--- src/rtl/mem_bridge_pkg.sv ---
// Shared CPU defines for the memory bridge: FSM encoding, strobe constants
// and the latched memory request bundle.
package mem_bridge_pkg;

    localparam logic [2:0] S_IDLE   = 3'd0;
    localparam logic [2:0] S_I_ADDR = 3'd1;
    localparam logic [2:0] S_I_WAIT = 3'd2;
    localparam logic [2:0] S_D_ADDR = 3'd3;
    localparam logic [2:0] S_D_WAIT = 3'd4;

    localparam logic [3:0] WSTRB_NONE = 4'b0000;
    localparam logic [3:0] WSTRB_WORD = 4'b1111;

    typedef struct packed {
        logic [31:0] addr;
        logic [31:0] wdata;
        logic [3:0]  wstrb;
        logic        wr;
    } mem_req_t;

    function automatic logic is_write(input logic [3:0] wstrb);
        return wstrb != WSTRB_NONE;
    endfunction

endpackage

--- src/rtl/mem_bridge.sv ---
// Arbitrates the CPU fetch and load/store ports onto one memory port,
// one outstanding transaction at a time, data port first.
import mem_bridge_pkg::*;

module mem_bridge (
    input  logic        clk,
    input  logic        rst,
    input  logic        inst_req,
    input  logic [31:0] inst_addr,
    output logic [31:0] inst_rdata,
    output logic        inst_valid,
    input  logic        data_req,
    input  logic [3:0]  data_wen,
    input  logic [31:0] data_addr,
    input  logic [31:0] data_wdata,
    output logic [31:0] data_rdata,
    output logic        data_valid,
    output logic        cpu_stall,
    output logic        mem_req,
    output logic        mem_wr,
    output logic [3:0]  mem_wstrb,
    output logic [31:0] mem_addr,
    output logic [31:0] mem_wdata,
    input  logic        mem_addr_ok,
    input  logic        mem_data_ok,
    input  logic [31:0] mem_rdata
);

    logic [2:0] r_state;
    logic [2:0] w_next;
    mem_req_t   r_req;
    logic       r_inst_done;
    logic       r_data_done;
    logic       w_data_sel;
    logic       w_inst_sel;
    logic       w_inst_done_eff;
    logic       w_data_done_eff;

    // Data is older than the fetch in program order, so it wins ties.
    assign w_data_sel = data_req & ~r_data_done;
    assign w_inst_sel = inst_req & ~r_inst_done & ~w_data_sel;

    always_comb begin
        w_next = r_state;
        case (r_state)
            S_IDLE: begin
                if (w_data_sel)
                    w_next = S_D_ADDR;
                else if (w_inst_sel)
                    w_next = S_I_ADDR;
            end
            S_I_ADDR: if (mem_addr_ok) w_next = S_I_WAIT;
            S_D_ADDR: if (mem_addr_ok) w_next = S_D_WAIT;
            S_I_WAIT: if (mem_data_ok) w_next = S_IDLE;
            S_D_WAIT: if (mem_data_ok) w_next = S_IDLE;
            default:  w_next = S_IDLE;
        endcase
    end

    always_ff @(posedge clk or posedge rst) begin
        if (rst)
            r_state <= S_IDLE;
        else
            r_state <= w_next;
    end

    always_ff @(posedge clk or posedge rst) begin
        if (rst) begin
            r_req <= '0;
        end else if (r_state == S_IDLE) begin
            if (w_data_sel) begin
                r_req.addr  <= data_addr;
                r_req.wdata <= data_wdata;
                r_req.wstrb <= data_wen;
                r_req.wr    <= is_write(data_wen);
            end else if (w_inst_sel) begin
                r_req.addr  <= inst_addr;
                r_req.wdata <= 32'd0;
                r_req.wstrb <= WSTRB_NONE;
                r_req.wr    <= 1'b0;
            end
        end
    end

    assign inst_valid = (r_state == S_I_WAIT) & mem_data_ok;
    assign data_valid = (r_state == S_D_WAIT) & mem_data_ok;
    assign inst_rdata = mem_rdata;
    assign data_rdata = mem_rdata;

    assign w_inst_done_eff = r_inst_done | inst_valid;
    assign w_data_done_eff = r_data_done | data_valid;

    assign cpu_stall = ~rst &
                       ((inst_req & ~w_inst_done_eff) |
                        (data_req & ~w_data_done_eff));

    // Done flags keep a finished port from re-issuing while frozen.
    always_ff @(posedge clk or posedge rst) begin
        if (rst) begin
            r_inst_done <= 1'b0;
            r_data_done <= 1'b0;
        end else if (cpu_stall) begin
            r_inst_done <= w_inst_done_eff;
            r_data_done <= w_data_done_eff;
        end else begin
            r_inst_done <= 1'b0;
            r_data_done <= 1'b0;
        end
    end

    assign mem_req   = (r_state == S_I_ADDR) | (r_state == S_D_ADDR);
    assign mem_wr    = r_req.wr;
    assign mem_wstrb = r_req.wstrb;
    assign mem_addr  = r_req.addr;
    assign mem_wdata = r_req.wdata;

endmodule

--- config.mk ---
export PLATFORM = sky130hd
export DESIGN_NAME = mem_bridge
export DESIGN_NICKNAME = d
export VERILOG_FILES = /design/src/rtl/mem_bridge_pkg.sv /design/src/rtl/mem_bridge.sv
export SDC_FILE = /design/constraint.sdc
export NUM_CORES = 1
export LEC_CHECK = 0
export CORE_AREA = 2 2 107 109
export CTS_CLUSTER_DIAMETER = 60
export DETAILED_ROUTE_END_ITERATION = 8
export DIE_AREA = 0 0 109 111
export DONT_BUFFER_PORTS = 1
export SLEW_MARGIN = 5
export SYNTH_ARGS = -nofsm -noshare
export SYNTH_HDL_FRONTEND = slang
export SYNTH_SLANG_ARGS = --single-unit
--- constraint.sdc ---
create_clock -name clk -period 2.3 [get_ports clk]
set_input_delay 0.575 -clock clk [delete_from_list [all_inputs] [get_ports clk]]
set_output_delay 0.575 -clock clk [all_outputs]
set_load 0.01 [all_outputs]
# After elaboration in Yosys (flattened, before gate mapping)
# Cells that the tools add are included.
# totals
reg_bits	74
inputBits	138
output_inout_bits	137
word_cells	49
# classes
eq_ne	8
n_mux	10
n_bitwise	18
n_reduce_logical	6
# ops
operator	n
$mux W69	2
$mux W3	5
$pmux W3 S4	1
$and A1 B1 Y1	8
$eq A3 B2 Y1 const B	2
$not A1 Y1	6
$ne A2 B2 Y1 const B	2
$or A1 B1 Y1	4
$reduce_and A4 Y1	1
$reduce_bool A4 Y1	1
$eq A3 B1 Y1 const B	1
$eq A3 B3 Y1 const B	1
$logic_not A3 Y1	1
$ne A3 B3 Y1 const B	1
$mux W1	2
$ne A2 B1 Y1 const B	1
$reduce_and A2 Y1	1
$reduce_bool A2 Y1	1
$reduce_or A2 Y1	1

# Logic depth before layout (Yosys ltp)
# Gate-level depths: netlist of the first run.
# depth
ltp_word	8
depth_mapped	6
mapped_depth_nobuf	3

# Worst setup path after synthesis of the first run
# OpenSTA, ideal clock, no wires.
# synth_timing
path_kind	input port to flip-flop
start	input port rst
end	register r_inst_done
setup_time_ns	0.081
arrival_ns	2.515
required_ns	2.219
path_slack_ns	-0.297
cell_stages	3
n_path_buf	0
cell_sequence	inv_1 > o21ai_0 > nor2_1
# synth_via
elab_chain_cells	3
# synth_rtl
item	line_no	rtl
start, declared	mem_bridge.sv:7	input logic rst,
$not A1 Y1	mem_bridge.sv:93	assign cpu_stall = ~rst &
$and A1 B1 Y1	mem_bridge.sv:93	
$mux W1	mem_bridge.sv:102	end else if (cpu_stall) begin
end signal, assigned	mem_bridge.sv:103	r_inst_done <= w_inst_done_eff;
end, declared	mem_bridge.sv:32	logic r_inst_done;
# No other way between the ends.
# A chain may end at the register's enable or synchronous reset.

# Final worst setup path of the first run
# layout_timing
start	register r_state[0]
end	output port cpu_stall
# layout_via
elab_chain_cells	7
elab_cells_between_ends	12
cone_classes	2 x eq/ne; 10 x bitwise
# layout_rtl
item	line_no	rtl
start, declared	mem_bridge.sv:29	logic [2:0] r_state;
start signal, assigned	mem_bridge.sv:64	r_state <= w_next;
$eq A3 B2 Y1 or $eq A3 B3 Y1 (tied branches)	mem_bridge.sv:85, mem_bridge.sv:86	
$and A1 B1 Y1 (on tied branches)	mem_bridge.sv:85, mem_bridge.sv:86	
$or A1 B1 Y1 (on tied branches)	mem_bridge.sv:90, mem_bridge.sv:91	
$not A1 Y1 (on tied branches)	mem_bridge.sv:94, mem_bridge.sv:95	
$and A1 B1 Y1 (on tied branches)	mem_bridge.sv:94, mem_bridge.sv:95	
$or A1 B1 Y1 (*)	mem_bridge.sv:94	((inst_req & ~w_inst_done_eff) |
$and A1 B1 Y1 (*)	mem_bridge.sv:93	
end, declared	mem_bridge.sv:18	output logic cpu_stall,
# Mark *: on every way between the ends. The rest lies on a longest branch, timed or not.

==> results of run 1 <==
-- flip-flops by register name, indices dropped and copies added (netlist names) --
name         flops
r_inst_done      1
mem_wr           1
r_data_done      1
mem_addr        32
mem_wstrb        4
r_state          3
mem_wdata       32
-- worst max-delay path: stages, from the launching register on --
cell     delay, ns
dfrtp_1       0.47
nor2_1        0.14
a31o_2        0.27
a21oi_1       0.25
-- layout make-up --
class / instances / area share [%]
clock buffer: 11 / 6.71
multi-input combinational: 129 / 35.7
timing repair buffer: 7 / 2.06
tap: 143 / 4.75
clock inverter: 5 / 1.40
inverter: 1 / 0.199
sequential: 74 / 49.2
-- cell usage in the layout, fill, tap and decap left out, drive strengths merged --
cell type and n:
dfrtp 74, mux2 64, a22o 37, clkbuf 11, buf 7, o21ai 4, nor2b 3, a21oi 3
clkinv 3, nand2b 3, nor2 2, clkinvlp 2, nor3 2, mux2i 1, xnor2 1, o21a 1
and2 1, nor4bb 1, and3 1, a31o 1, a31oi 1, or4 1, nand2 1, nand3 1
bufinv 1
-- power groups by stage --
stage	sequential, mW	combinational (mW)	clock (mW)
global placement	2.64	1.32	0
global route	2.70	1.49	1.53
finish	2.62	1.36	1.42
detailed placement	2.64	1.37	0
floorplan	2.47	1.31	0
CTS	2.63	1.38	1.47
-- cell families after synthesis --
kind of cell           share of synthesized area [%]
AO/OA/AOI/OAI                                   10.2
buffers and inverters                           15.9
flip-flops                                      48.8
XOR/XNOR                                       0.231
multiplexers                                    22.0
AND/OR/NAND/NOR                                 2.81
-- metal layers --
layer	wire, um	share of wire [%]
met1	2680	35
met2	3800	50
met3	886	12
met4	287	3.7
met5	0	0
-- worst min path at each step --
stage,from,to,slack [ns],cells after the start
after global placement,r_inst_done,r_inst_done,0.55,2
after floorplan,r_inst_done,r_inst_done,0.50,2
after CTS,rst,r_inst_done,0.24,2
after global routing,rst,mem_addr[1],0.28,2
final,rst,mem_addr[1],0.24,2
after detailed placement,mem_wdata[22],mem_wdata[22],0.57,1
-- stage by stage --
step | worst slack [ns] | power [mW] | instances | hold slack (ns)
2_1_floorplan | 0.279 | 3.78 | 284 | 0.504
3_3_place_gp | 0.505 | 3.95 | 354 | 0.547
3_5_place_dp | 0.483 | 4.02 | 354 | 0.565
4_1_cts | 0.234 | 5.48 | 370 | 0.240
5_1_grt | 0.149 | 5.73 | 370 | 0.276
6_report | 0.253 | 5.39 | 370 | 0.239
==> impl_metrics.csv, run 1 <==
group,metric,value,unit
setup_path,worstSetupEndpoint,"cpu_stall",
global_routing,grt_pass1_wl,11.2,mm
clock_network,clk_pin_slew_worst_paths,0.06,ns
route,drt_iter0_markers,76,
logic_synthesis,synth_top_area_share,48.8,%
power_and_ir_drop,power.leakage,1.69,nW
timing,slew_viol_final,0,
timing,skew,0.00924,ns
logic_synthesis,async_flop_share,100,%
global_routing,grt_pass1_vias,2025,
logic_synthesis,synth_top_cells_by_area,"dfrtp_1 (49%), buf_4 (13%), mux2_4 (11%)",
setup_path,regToRegStartpoint,"r_state[0]",
global_routing,grtUsageMet1,12.4,%
power_and_ir_drop,clkPwrFrac,26.3,%
timing,hold_viol,0,
finish,num_antenna_cells,0,
setup_path,end_kind,"output pin",
timing,max_freq,488,MHz
finish,final_nets,360,
setup_path,crit_arrival,1.47,ns
clock_network,clock-root-buffer,"clkbuf_16",
logic_synthesis,synth_cell_types,29,
setup_path,r2r_cells,4,
logic_synthesis,yosysTopAreaCell,"dfrtp_1",
global_routing,antenna_found_initial,0,
setup_path,reg2reg_to,"mem_wdata[21]",
floorplanning,num_rows,39,
clock_network,cts_max_level,3,
power_and_ir_drop,powerDensity,1430,nW/um^2
route,num_vias,1912,
finish,fin_area,3760,um^2
clock_network,numCtsBuffers,9,
floorplanning,io_pins,275,
setup_path,cp.required,1.73,ns
floorplanning,die_y,111,um
power_and_ir_drop,seqPwrFrac,48.5,%
clock_network,cts_sinks,74,
finish,n_fill_cell,1089,
setup_path,path_max_fanout,7,
global_routing,use_met3,5.17,%
finish,multi_input_area,1340,um^2
logic_synthesis,synth_commonest_cells,"dfrtp_1 (74), buf_4 (68), a22o_1 (37)",
floorplanning,start_util,34.2,%
power_and_ir_drop,ir_drop,0.497,mV
floorplanning,die_w,109,um
logic_synthesis,synth_nets,422,
setup_path,path_class,"flop to output pin",
run_status,outcome,"finished, final reports clean",
route,dr.pass1.iters,4,
setup_path,cp-start-kind,"flop",
setup_path,setup.worst_path.start,"r_state[0]",
finish,seq_area,1850,um^2
route,wire_per_inst,20.7,um
floorplanning,die_area,12100,um^2
logic_synthesis,syn_area,3790,um^2
logic_synthesis,synth_most_common_cell,"dfrtp_1",
logic_synthesis,synth_edf_count,0,
timing,rsz0062_at_grt,"false",
route,viasPerCell,5.17,
power_and_ir_drop,power_switching,1.82,mW
logic_synthesis,synth_seq_area_share,48.8,%
logic_synthesis,yosys_warnings,0,
setup_path,rrSetupSlack,0.70,ns
finish,post-route-util,34.0,%
place,place_area,3460,um^2
global_routing,grt.overflow.total,0,
timing,max_slew_margin,65.2,%
route,ant_nets,0,
clock_network,cts_tree,"built",
global_routing,gr-usage-met2,21.0,%
logic_synthesis,syn-mean-instance-area,13.3,um^2
logic_synthesis,ys_ff_latch,74,
min_path,hp-class,"input pin to asynchronous set/reset pin",
floorplanning,core,11100,um^2
finish,area_growth,-0.693,%
place,dp_hpwl,5.72,mm
clock_network,hold_buffers,0,
global_routing,busiest_layer,"met2",
place,gp_congestion,0.771,
clock_network,clk_latency,0.33,ns
flow_run,cap_violations,0,
route,finalWirelength,7.65,mm
timing,tightest_slew,0.522,ns
power_and_ir_drop,sw_frac_of_total,33.7,%
logic_synthesis,syn_inst,284,
timing,min_period_over_period,89.0,%
logic_synthesis,synthFlopType,"dfrtp_1",
timing,tns,0,ns
route,drc,0,
clock_network,cts_resized,0,
global_routing,grt_usage,12.5,%
timing,finalSetupViolCount,0,
global_routing,grt_max_degree,42,
power_and_ir_drop,internal_power,3.58,mW
power_and_ir_drop,power_frac_comb,25.2,%
clock_network,clockBufferDepth,2,
timing,layout_min_cycle_time,2.05,ns
finish,drive_above_1_share,40.5,%
place,io_buffers,0,
clock_network,post_cts_buffers,0,
No activity file was read; power rests on OpenSTA's default activity.
==> inputs of run 2 (changes only) <==
--- a/config.mk
+++ b/config.mk
@@ -10,6 +10,7 @@
 export DETAILED_ROUTE_END_ITERATION = 8
 export DIE_AREA = 0 0 109 111
 export DONT_BUFFER_PORTS = 1
+export RECOVER_POWER = 50
 export SLEW_MARGIN = 5
 export SYNTH_ARGS = -nofsm -noshare
 export SYNTH_HDL_FRONTEND = slang
==> run 2 against run 1 <==
Effect of this change: global-route usage is the same; power barely moved; worst setup slack worse by 0.0015 ns; count of clock-buffer cells in the layout did not move; clock skew about the same; critical endpoint unchanged.
==> impl_metrics.csv, run 2 (synthesized netlist as in run 1, its figures left out) <==
group,metric,value,unit
run_status,outcome,"finished, final reports clean",
route,finalWirelength,7.65,mm
setup_path,reg2reg_to,"mem_wdata[21]",
finish,post-route-util,33.9,%
global_routing,antenna_found_initial,0,
setup_path,end_kind,"output pin",
clock_network,clk_latency,0.33,ns
global_routing,grt_pass1_wl,11.2,mm
power_and_ir_drop,ir_drop,0.497,mV
power_and_ir_drop,internal_power,3.58,mW
finish,multi_input_area,1340,um^2
power_and_ir_drop,seqPwrFrac,48.5,%
setup_path,path_class,"flop to output pin",
global_routing,grt_pass1_vias,2025,
setup_path,path_max_fanout,7,
place,gp_congestion,0.771,
clock_network,clock-root-buffer,"clkbuf_16",
timing,max_slew_margin,32.5,%
power_and_ir_drop,sw_frac_of_total,33.7,%
clock_network,cts_sinks,74,
min_path,hp-class,"input pin to flop",
finish,drive_above_1_share,40.5,%
timing,max_freq,488,MHz
power_and_ir_drop,power.leakage,1.68,nW
global_routing,grt.overflow.total,0,
floorplanning,die_w,109,um
timing,hold_viol,0,
power_and_ir_drop,power_switching,1.82,mW
finish,layout_commonest_cell,"dfrtp_1",
finish,layout_common_cells,"dfrtp_1 (74), a22o_1 (37), mux2_2 (36)",
floorplanning,io_pins,275,
timing,tightest_slew,1.01,ns
setup_path,cp-start-kind,"flop",
finish,final_nets,360,
clock_network,clockBufferDepth,2,
setup_path,regToRegStartpoint,"r_state[0]",
clock_network,cts_tree,"built",
place,io_buffers,0,
clock_network,cts_resized,0,
clock_network,hold_buffers,0,
place,dp_hpwl,5.72,mm
route,viasPerCell,5.18,
finish,n_fill_cell,1092,
setup_path,crit_arrival,1.47,ns
global_routing,grt_max_degree,42,
setup_path,r2r_cells,4,
floorplanning,core,11100,um^2
timing,tns,0,ns
global_routing,grt_usage,12.5,%
route,drc,0,
route,num_vias,1915,
min_path,hp-start,"rst",
clock_network,clk_pin_slew_worst_paths,0.06,ns
floorplanning,num_rows,39,
route,drt_iter0_markers,77,
route,dr.pass1.iters,4,
power_and_ir_drop,power_frac_comb,25.2,%
floorplanning,start_util,34.2,%
finish,seq_area,1850,um^2
clock_network,cts_max_level,3,
floorplanning,die_area,12100,um^2
clock_network,numCtsBuffers,9,
timing,finalSetupViolCount,0,
timing,slew_viol_final,0,
setup_path,rrSetupSlack,0.70,ns
route,ant_nets,0,
finish,area_growth,-0.891,%
flow_run,cap_violations,0,
power_and_ir_drop,powerDensity,1430,nW/um^2
timing,skew,0.00910,ns
min_path,min_delay_worst_endpoint,"r_data_done",
timing,layout_min_cycle_time,2.05,ns
setup_path,cp.required,1.73,ns
floorplanning,die_y,111,um
timing,rsz0062_at_grt,"false",
route,wire_per_inst,20.7,um
timing,min_period_over_period,89.1,%
finish,num_antenna_cells,0,
min_path,holdPathStages,1,
power_and_ir_drop,clkPwrFrac,26.3,%
clock_network,post_cts_buffers,0,
run 2: layout make-up:
type,instances,share of cell area [%]
timing repair buffer,7,1.93
inverter,1,0.133
clock buffer,11,6.73
tap,143,4.76
sequential,74,49.3
clock inverter,5,1.40
multi-input combinational,129,35.8
run 2: how the worst max path moves through the flow:
stage	start	to	slack [ns]	cells after the start
after floorplan	rst	r_inst_done	0.28	3
after global placement	mem_data_ok	cpu_stall	0.51	3
after detailed placement	data_req	mem_addr[21]	0.48	4
after CTS	r_state[0]	cpu_stall	0.23	3
after global routing	r_state[0]	cpu_stall	0.15	3
final	r_state[0]	cpu_stall	0.25	3
run 2: metrics by stage:
stage	std cells	power [mW]	hold WS, ns	instance area [um^2]	setup WS [ns]
2_1_floorplan	284	3.78	0.504	3790	0.279
3_3_place_gp	354	3.95	0.547	3460	0.505
3_5_place_dp	354	4.02	0.565	3460	0.483
4_1_cts	370	5.48	0.240	3760	0.234
5_1_grt	370	5.73	0.297	3760	0.149
6_report	370	5.39	0.307	3760	0.251
run 2: routing by layer:
metal  global-route usage [%]  wire [um]  vias to the layer above
met3                     5.17        889                       24
met5                        0          0                        -
met1                     12.4       2680                      912
li1                         -          -                      818
met4                     8.29        287                        0
met2                     21.0       3800                      161
run 2: critical path, cell delays in order, from the launching register on:
cell and delay, ns:
dfrtp_1 0.47, nor2_1 0.15, a31o_2 0.27, a21oi_1 0.26
run 2: power groups by stage:
stage               logic [mW]  registers (mW)  clock network (mW)
floorplan                 1.31            2.47                   0
global placement          1.32            2.64                   0
detailed placement        1.37            2.64                   0
CTS                       1.38            2.63                1.47
global route              1.49            2.70                1.53
finish                    1.36            2.62                1.42
==> inputs of run 3 (changes only) <==
--- a/config.mk
+++ b/config.mk
@@ -5,6 +5,7 @@
 export SDC_FILE = /design/constraint.sdc
 export NUM_CORES = 1
 export LEC_CHECK = 0
+export ABC_AREA = 0
 export CORE_AREA = 2 2 107 109
 export CTS_CLUSTER_DIAMETER = 60
 export DETAILED_ROUTE_END_ITERATION = 8
==> results of run 3 <==
No change in the layout: final DEF, timing and power equal those of run 2.
